### config.mk
export PLATFORM = sky130hd
export DESIGN_NAME = result_display_scan
export DESIGN_NICKNAME = d
export VERILOG_FILES = /design/src/rtl/disp_pkg.sv /design/src/rtl/hex_to_seg.sv /design/src/rtl/result_display_scan.sv
export SDC_FILE = /design/constraint.sdc
export NUM_CORES = 1
export LEC_CHECK = 0
export BUFFER_PORTS_ARGS = -buffer_cell sky130_fd_sc_hd__buf_2
export CAP_MARGIN = 20
export CORE_ASPECT_RATIO = 0.7
export CORE_MARGIN = 1.5
export CORE_UTILIZATION = 61
export CTS_CLUSTER_DIAMETER = 150
export DETAILED_ROUTE_END_ITERATION = 16
export PLACE_DENSITY = 0.92
export SLEW_MARGIN = 20
export SYNTH_ARGS = -nofsm -noshare
export SYNTH_HDL_FRONTEND = slang
export SYNTH_SLANG_ARGS = --single-unit
### constraint.sdc
create_clock -name clka -period 10.15 [get_ports clka]
set_input_delay 2.03 -clock clka [delete_from_list [all_inputs] [get_ports clka]]
set_output_delay 2.03 -clock clka [all_outputs]
set_load 0.01 [all_outputs]
### src/rtl/disp_pkg.sv
// Shared constants for the result display scanner.
// Digit count, active-low segment table and off codes.
package disp_pkg;

  localparam int NUM_DIGITS = 8;

  localparam logic [7:0] SEG_BLANK = 8'hFF;
  localparam logic [7:0] AN_OFF    = 8'hFF;

  // Active-low {dp,g,f,e,d,c,b,a}; entry n is hex digit n.
  localparam logic [15:0][7:0] SEG_HEX = {
    8'h8E, 8'h86, 8'hA1, 8'hC6,
    8'h83, 8'h88, 8'h90, 8'h80,
    8'hF8, 8'h82, 8'h92, 8'h99,
    8'hB0, 8'hA4, 8'hF9, 8'hC0
  };

endpackage

### src/rtl/hex_to_seg.sv
// Nibble to active-low 7-segment pattern (dp off).
// Ports: nib (4-bit digit in), seg (8-bit segments out).
module hex_to_seg
  import disp_pkg::*;
(
  input  logic [3:0] nib,
  output logic [7:0] seg
);

  assign seg = SEG_HEX[nib];

endmodule

### src/rtl/result_display_scan.sv
// Captures a 32-bit ALU result and scans it as 8 hex digits.
// Ports: clka/rsta, stba/dina/ofa/zfa capture, blka blanking,
//        ana digit enables, sega segments, leda flag LEDs.
module result_display_scan
  import disp_pkg::*;
#(
  parameter int DIV_W = 16
) (
  input  logic        clka,
  input  logic        rsta,
  input  logic        stba,
  input  logic [31:0] dina,
  input  logic        ofa,
  input  logic        zfa,
  input  logic        blka,
  output logic [7:0]  ana,
  output logic [7:0]  sega,
  output logic [1:0]  leda
);

  logic [31:0]           cap_q;
  logic                  of_q;
  logic                  zf_q;
  logic [DIV_W-1:0]      div_q;
  logic                  tick;
  logic [2:0]            idx_q;
  logic [2:0]            nidx;
  logic [7:0]            nseg;
  logic [7:0]            nan;
  logic [NUM_DIGITS-1:0] blank;

  assign tick = &div_q;
  assign nidx = idx_q + 3'd1;
  assign nan  = ~(8'd1 << nidx);

  hex_to_seg u_hex (
    .nib (cap_q[{nidx, 2'b00} +: 4]),
    .seg (nseg)
  );

  // Digit k is dark when it and every higher nibble
  // are zero; digit 0 always stays lit.
  always_comb begin
    blank = '0;
    for (int k = 1; k < NUM_DIGITS; k++) begin
      blank[k] = blka && ((cap_q >> (4 * k)) == 32'd0);
    end
  end

  always_ff @(posedge clka or negedge rsta) begin
    if (!rsta) begin
      cap_q <= '0;
      of_q  <= 1'b0;
      zf_q  <= 1'b0;
    end else if (stba) begin
      cap_q <= dina;
      of_q  <= ofa;
      zf_q  <= zfa;
    end
  end

  always_ff @(posedge clka or negedge rsta) begin
    if (!rsta) begin
      div_q <= '0;
    end else begin
      div_q <= div_q + 1'b1;
    end
  end

  always_ff @(posedge clka or negedge rsta) begin
    if (!rsta) begin
      idx_q <= 3'd7;
      ana   <= AN_OFF;
      sega  <= SEG_BLANK;
    end else if (tick) begin
      idx_q <= nidx;
      if (blank[nidx]) begin
        ana  <= AN_OFF;
        sega <= SEG_BLANK;
      end else begin
        ana  <= nan;
        sega <= nseg;
      end
    end
  end

  assign leda = {zf_q, of_q};

endmodule

---- Word-level counts from Yosys, hierarchy flattened ----
Memory sizes are Yosys's and may differ from the RTL's.
Cells that the tools add are included.
operators by class
  reductions and logical operators ........ 15
  shift operators ......................... 2
  $add $sub $neg .......................... 2
  mux-type cells .......................... 5
  magnitude comparators ................... 2
  bitwise operators ....................... 1
operators with widths
  kind                                                                          number
  32-bit logical NOT                                                            7
  32-bit by 6-bit variable part select with 4-bit output                        1
  8-bit 2-to-1 mux                                                              3
  16-bit by 1-bit adder with 16-bit output, second input constant               1
  16-bit AND reduction                                                          1
  8-bit NOT                                                                     1
  1-bit by 3-bit left shift with 8-bit output, first input constant             1
  1-bit logical AND                                                             7
  4-bit by 5-bit less-than comparator with 1-bit output, second input constant  1
  3-bit by 4-bit less-than comparator with 1-bit output, second input constant  1
  3-bit by 1-bit adder with 3-bit output, second input constant                 1
  1-bit binary-select mux with 3-bit select                                     1
  1-bit 2-to-1 mux                                                              1
storage, ports and cells
  bits in read-only memories .............. 128
  bits in registers ....................... 69
  memories ................................ 1
  logic and storage cells ................. 35
memories
  memory            words  width  read ports  clocked after memory_dff  wr ports  line              text
  (name not given)  16     8      1           0                         0         hex_to_seg.sv:10  assign seg = SEG_HEX[nib];

---- Depth between registers and ports, before layout ----
Gate-level depths: netlist (run 1).
  depth after elaboration ................. 5
  gate-level depth with buffers ........... 11
  mapped depth without buffers ............ 9

---- By module ----
Synthesis (run 1) repeated with hierarchy kept, for this count alone.
unflattened totals
  cells, all modules ...................... 263
  area, all modules ....................... 3427.0 um^2
by module, submodules not included
  module               times used  area an instance (um^2)  cells each
  result_display_scan  1           3140.5                   229
  hex_to_seg           1           286.5                    34

---- Least setup slack after synthesis (run 1) ----
Ideal clock, no wire load.
  kind .................................... register -> register
  start point ............................. reg idx_q[0]
  end point ............................... reg sega[4]
  period minus slack after synthesis ...... 3.252 ns
  setup time .............................. 0.077 ns
  path buffers ............................ 2
  cell stages (with the launch flop) ...... 11
  arrival time ............................ 3.175 ns
  setup slack ............................. 6.898 ns
  cells stage by stage .................... dfstp_2 -> clkinv_1 -> ha_1 -> buf_6 -> buf_6 -> mux4_2 -> mux2i_1 -> inv_1 -> ha_1 -> or3b_1 -> a31oi_1
between the ends
  cells in the longest elaborated chain, start to end .. 5
ends and longest elaborated chain
  item                                                    line                       text
  from (decl)                                             result_display_scan.sv:26  logic [2:0] idx_q;
  from (signal assigned)                                  result_display_scan.sv:76  idx_q <= nidx;
  3-bit by 1-bit adder with 3-bit output *                result_display_scan.sv:33  assign nidx = idx_q + 3'd1;
  net nidx[0]                                             result_display_scan.sv:27  logic [2:0] nidx;
  32-bit by 6-bit variable part select with 4-bit output  result_display_scan.sv:37  .nib (cap_q[{nidx, 2'b00} +: 4]),
  memory 16 x 8 bit                                       n/a
  8-bit 2-to-1 mux (implied by the code)                  hex_to_seg.sv:10
  8-bit 2-to-1 mux *                                      result_display_scan.sv:77  if (blank[nidx]) begin
  to (signal assigned)                                    result_display_scan.sv:82  sega <= nseg;
  to (decl)                                               result_display_scan.sv:17  output logic [7:0] sega,
Mark *: on every way through the listed nets, which the timed path passes. The rest lies on a longest branch. The select of a mux whose other input is x is not followed.
A chain may end at the register's enable or synchronous reset.

---- Final worst setup path (run 1) ----
Ends and elaborated chain as after synthesis.

==> results.json, run 1 <==
{
  "final_common_cell": "buf_2",
  "track_usage_pct": 25.2,
  "ys_top_cells_by_area": "dfrtp_1, dfstp_2, mux2_2",
  "clkLatencyLatePin_ns": 0.35,
  "synth_area_um2": 3420,
  "diodes": 0,
  "max_freq_mhz": 243,
  "core_um2": 5310,
  "rows": 22,
  "cp-end-kind": "register",
  "ctsHoldBuffers": 0,
  "antenna_found_initial": 0,
  "total_leakage_power_nw": 1.66,
  "port_buffers": 54,
  "cts_buffers": 9,
  "syn2layout_area_growth_pct": 13.3,
  "hold-worst-slack_ns": 0.461,
  "final_area_um2": 3870,
  "status": "finished, final reports clean",
  "skew_ns": 0.0113,
  "setup_violations": 0,
  "vias": 2358,
  "relSlewSlack_pct": 35.7,
  "vias_per_cell": 5.90,
  "critPathMaxFanout": 21,
  "internal_power_mw": 0.407,
  "synth_edf_count": 0,
  "crit_top_cell": "ha_1",
  "ir_worst_vdd_uv": 97.7,
  "final_cell_mix": "buf_2, dfrtp_1, mux2_2",
  "nets": 373,
  "synth_cell_type_count": 42,
  "utilization_pct": 72.9,
  "place.gp.congestion": 0.903,
  "report.power.total_mw": 0.551,
  "dp_hpwl_um": 4880,
  "syn_area_per_cell_um2": 12.7,
  "tns_ns": 0,
  "drt_wl_total_um": 6880,
  "crit_chain": "clkinv_1 -> ha_1 -> mux4_1 -> mux2i_1 -> inv_1 -> ha_1 -> or3b_1 -> a31oi_1",
  "die_h_um": 65.7,
  "cts_htree_levels": 3,
  "seq_area_frac_synth_pct": 50.4,
  "cts_tree": "done",
  "drv_cap": 0,
  "post-route-period-util_pct": 40.5,
  "worst_path_max_delay_cell": "ha_1",
  "syn_inst": 270,
  "pwr-share-clk_pct": 34.1,
  "worstPathRequired_ns": 10.43,
  "hold_class": "register to register",
  "p_comb_share_pct": 11.8,
  "rsz0062_at_grt": "false",
  "placedInstanceArea_um2": 3710,
  "fp.dieW_um": 92.5,
  "nFillCells": 378,
  "p_seq_share_pct": 54.1,
  "crit_family": "adder cells",
  "crit_path_start_kind": "register",
  "drive_above_1_share_pct": 38.7,
  "yosys_most_used_dff": "dfrtp_1",
  "clock_sink_count": 68,
  "place_ws_ns": 6.14,
  "first_pass_iters": 5,
  "swShare_pct": 26.1,
  "final_cells": 400,
  "cts-resized-gates": 0,
  "drc_errors": 0,
  "switchingPower_mw": 0.144,
  "pwr_density_cell_nw_per_um2": 142,
  "async_reset_ff_share_pct": 100,
  "grt_pass1_wl_um": 11400,
  "synth_warnings": 0,
  "initial_core_util_pct": 64.4,
  "period_minus_slack_ns": 4.11,
  "clk_path_buf_depth": 2,
  "crit_buf_inv": 2,
  "cts.clk_slew.worst_paths_ns": 0.07,
  "tightest_slew_ns": 0.964,
  "io_pins": 56,
  "r2r_slack_ns": 6.04,
  "cts_root_buf": "clkbuf_8",
  "cpPeakStageDelay_ns": 1.05,
  "setup_slack_ns": 6.04,
  "synth_top_area_share_pct": 36.6,
  "worstSetupPathType": "register to register",
  "grt_pass1_vias": 2350,
  "first_iter_violations": 136,
  "critical_path_arrival_ns": 4.39,
  "antenna_left": 0,
  "dp.cells": 384,
  "ys_seq_elements": 68,
  "grt_overflow": 0,
  "dieArea_um2": 6070,
  "finalHoldViolations": 0,
  "grt_max_degree": 69,
  "final_max_slew_viol_count": 0,
  "syn_nets": 320,
  "post_cts_buffers": 0,
  "synth_top_area_cell": "dfrtp_1",
  "wl_per_cell_um": 17.2
}
-- metal layers --
layer	up-vias	track usage, %	routed length (um)
li1	1089	-	-
met1	1152	33.4	3100
met2	104	39.9	3200
met3	13	7.64	446
met4	0	8.27	138
met5	-	0	0
-- state kept, by name, indices dropped and copies added (netlist names) --
signal,flops
ana,8
sega,7
zf_q,1
cap_q,32
idx_q,3
of_q,1
div_q,16
-- cell families after synthesis --
kind of cell | after synthesis | share of synthesized area (%)
flops | 68 | 50.4
mux | 59 | 21.1
simple gates | 58 | 8.74
compound gates | 28 | 5.67
xor+xnor | 24 | 6.36
buf+inv | 20 | 3.26
fa+ha+maj | 12 | 4.39
other cells | 1 | 0.110
-- power groups by stage --
stage                     sequential, mW  combinational [mW]  clock (mW)
after CTS                          0.297              0.0648       0.190
after global routing               0.299              0.0705       0.204
after global placement             0.301              0.0607           0
after floorplan                    0.298              0.0451           0
final                              0.298              0.0649       0.188
after detailed placement           0.302              0.0641           0
-- cells in the mapped netlist (4+ instances only) --
| cell | count |
|---|---|
| dfstp_2 | 18 |
| mux2_2 | 35 |
| o22a_1 | 4 |
| xor2_1 | 9 |
| a21oi_1 | 5 |
| nand2_1 | 11 |
| mux2i_1 | 18 |
| dfrtp_1 | 50 |
| nor4_1 | 7 |
| nor2_1 | 15 |
| inv_1 | 5 |
| ha_1 | 12 |
| xnor2_1 | 14 |
| and3_1 | 4 |
| a31oi_1 | 8 |
| nand3_1 | 10 |
-- cell type report --
| cell class | count | area (um2) | share of cell area, % |
|---|---|---|---|
| tap | 72 | 90.1 | 2.32 |
| clock buffer | 12 | 135 | 3.49 |
| clock inverter | 4 | 27.5 | 0.710 |
| multi-input combinational | 182 | 1590 | 41.0 |
| timing repair buffer | 56 | 285 | 7.36 |
| inverter | 6 | 22.5 | 0.581 |
| sequential | 68 | 1720 | 44.5 |
-- final timing paths --
path                          start        end  depth (start not counted)
max                        idx_q[0]    sega[4]                          8
min                        div_q[4]   div_q[4]                          1
max reg2reg                idx_q[0]    sega[4]                          8
min reg2reg                div_q[4]   div_q[4]                          1
max in group asynchronous      rsta  cap_q[18]                          2
min in group asynchronous      rsta  div_q[15]                          2
No activity file was read; power rests on OpenSTA's default activity.
==> run 2, diff against run 1 <==
--- a/config.mk
+++ b/config.mk
@@ -9,10 +9,10 @@
 export CAP_MARGIN = 20
 export CORE_ASPECT_RATIO = 0.7
 export CORE_MARGIN = 1.5
-export CORE_UTILIZATION = 61
+export CORE_UTILIZATION = 56
 export CTS_CLUSTER_DIAMETER = 150
 export DETAILED_ROUTE_END_ITERATION = 16
-export PLACE_DENSITY = 0.92
+export PLACE_DENSITY = 0.86
 export SLEW_MARGIN = 20
 export SYNTH_ARGS = -nofsm -noshare
 export SYNTH_HDL_FRONTEND = slang
==> constraint.sdc (replaced) <==
create_clock -name clka -period 4 [get_ports clka]
set_input_delay 0.8 -clock clka [delete_from_list [all_inputs] [get_ports clka]]
set_output_delay 0.8 -clock clka [all_outputs]
set_load 0.01 [all_outputs]
==> run 2 against run 1 <==
Compared with the run above: combinational power rose by 150%; largest power group unchanged; sequential power rose to 2.5 times the previous value; core utilization fell by 5.7 points; design area rose by 0.94%; sequential share of layout area fell by 0.41 points; wire length fell by 3.4%; critical path depth rose by 2; cell count rose by 1.0%; count of clock-buffer cells in the layout rose by 2; global-route usage fell by 2.2 points; register-to-register slack got worse by 5.5 ns.
==> results.json, run 2 (synthesized netlist as in run 1, its figures left out) <==
{
  "placedInstanceArea_um2": 3720,
  "top_regs": "cap_q: 32 flops, div_q: 16 flops, ana: 8 flops",
  "critical_path_arrival_ns": 3.70,
  "largest_reg_flops": 32,
  "regArea_um2": 1720,
  "endpoint": "sega[0]",
  "grt_overflow": 0,
  "diodes": 0,
  "drv_cap": 0,
  "antenna_found_initial": 0,
  "final_cell_mix": "buf_2, dfrtp_1, mux2_2",
  "cts-resized-gates": 0,
  "cp-startpoint": "idx_q[0]",
  "setup_slack_ns": 0.590,
  "max_freq_mhz": 293,
  "core_um2": 5810,
  "cts_buffers": 9,
  "syn2layout_area_growth_pct": 14.3,
  "clock_sink_count": 68,
  "final_max_slew_viol_count": 0,
  "die_h_um": 68.4,
  "vias_per_cell": 5.71,
  "critPathMaxFanout": 18,
  "crit_path_start_kind": "register",
  "period_minus_slack_ns": 3.41,
  "clk_path_buf_depth": 2,
  "nFillCells": 440,
  "drc_errors": 0,
  "cts_tree": "done",
  "worstHoldPathCells": 1,
  "grt_pass1_vias": 2123,
  "port_buffers": 54,
  "clkLatencyLatePin_ns": 0.35,
  "nets": 374,
  "cts.clk_slew.worst_paths_ns": 0.07,
  "r2r_slack_ns": 0.59,
  "ir_worst_vdd_uv": 243,
  "rows": 23,
  "final_area_um2": 3910,
  "grt_max_degree": 41,
  "status": "finished, final reports clean",
  "first_iter_violations": 151,
  "total_leakage_power_nw": 1.69,
  "finalHoldViolations": 0,
  "first_pass_iters": 4,
  "vias": 2308,
  "fp.dieW_um": 96.4,
  "place_ws_ns": 0.676,
  "r2r_cells": 10,
  "largest_register": "cap_q",
  "track_usage_pct": 23.0,
  "tightest_slew_ns": 0.766,
  "final_common_cell": "buf_2",
  "antenna_left": 0,
  "wl_per_cell_um": 16.4,
  "grt_pass1_wl_um": 10700,
  "dp_hpwl_um": 4820,
  "tns_ns": 0,
  "cts_htree_levels": 3,
  "reg2reg_to": "sega[0]",
  "cts_root_buf": "clkbuf_8",
  "setup_violations": 0,
  "regToRegStartpoint": "idx_q[0]",
  "rsz0062_at_grt": "false",
  "initial_core_util_pct": 58.8,
  "drive_above_1_share_pct": 38.9,
  "io_pins": 56,
  "utilization_pct": 67.3,
  "hold_class": "register to register",
  "cp-end-kind": "register",
  "worstSetupPathType": "register to register",
  "drt_wl_total_um": 6640,
  "post_cts_buffers": 0,
  "worstPathRequired_ns": 4.29,
  "post-route-period-util_pct": 85.3,
  "pwr_density_cell_nw_per_um2": 374,
  "relSlewSlack_pct": 48.9,
  "ctsHoldBuffers": 0,
  "dieArea_um2": 6590,
  "skew_ns": 0.00636,
  "place.gp.congestion": 0.896,
  "hold-worst-slack_ns": 0.466,
  "multiInputGateArea_um2": 1590
}
[run 2: changes by cell type in the layout (fill, tap and decap cells not counted), sizes merged]
cell / delta
clkbuf: +2
bufinv: +1
clkinvlp: -2
buf: +1
clkinv: -1
[run 2: area by class of cell]
type	count	area share (%)
sequential	68	44.1
multi-input combinational	182	40.7
timing repair buffer	57	7.49
clock buffer	14	3.90
tap	75	2.40
clock inverter	2	0.896
inverter	6	0.576
[run 2: layer usage]
metal	up-vias	wire length, um	share of wire [%]	global-route usage [%]
met2	80	2890	44	32.0
li1	1088	-	-	-
met4	0	95	1.4	9.78
met1	1130	3190	48	32.2
met3	10	462	7.0	8.67
met5	-	0	0	0
[run 2: through the flow]
stage	cells	power [mW]
CTS	404	1.48
floorplan	270	0.870
global route	404	1.54
finish	404	1.46
global placement	388	0.922
detailed placement	388	0.929
[run 2: worst min path at each step]
| stage | startpoint | end | slack (ns) |
|---|---|---|---|
| 2_1_floorplan | div_q[4] | div_q[4] | 0.44 |
| 3_3_place_gp | div_q[4] | div_q[4] | 0.45 |
| 3_5_place_dp | div_q[4] | div_q[4] | 0.46 |
| 4_1_cts | div_q[4] | div_q[4] | 0.47 |
| 5_1_grt | div_q[4] | div_q[4] | 0.48 |
| 6_report | div_q[4] | div_q[4] | 0.47 |
[run 2: power by group]
part | total (mW) | switching [mW] | internal, mW | leakage [nW]
clock | 0.547 | 0.242 | 0.305 | 0.0947
sequential | 0.756 | 0.0325 | 0.723 | 0.795
combinational | 0.161 | 0.0766 | 0.0846 | 0.800
[run 2: critical path, cell delays in order, from the launching register on]
cell and delay (ns):
dfstp_2 0.61, clkinv_1 0.31, ha_1 0.51, buf_4 0.31, mux2i_1 0.15, mux4_2 0.59, inv_1 0.12, ha_1 0.20
nor2_1 0.08, a221oi_1 0.31, o22a_1 0.16
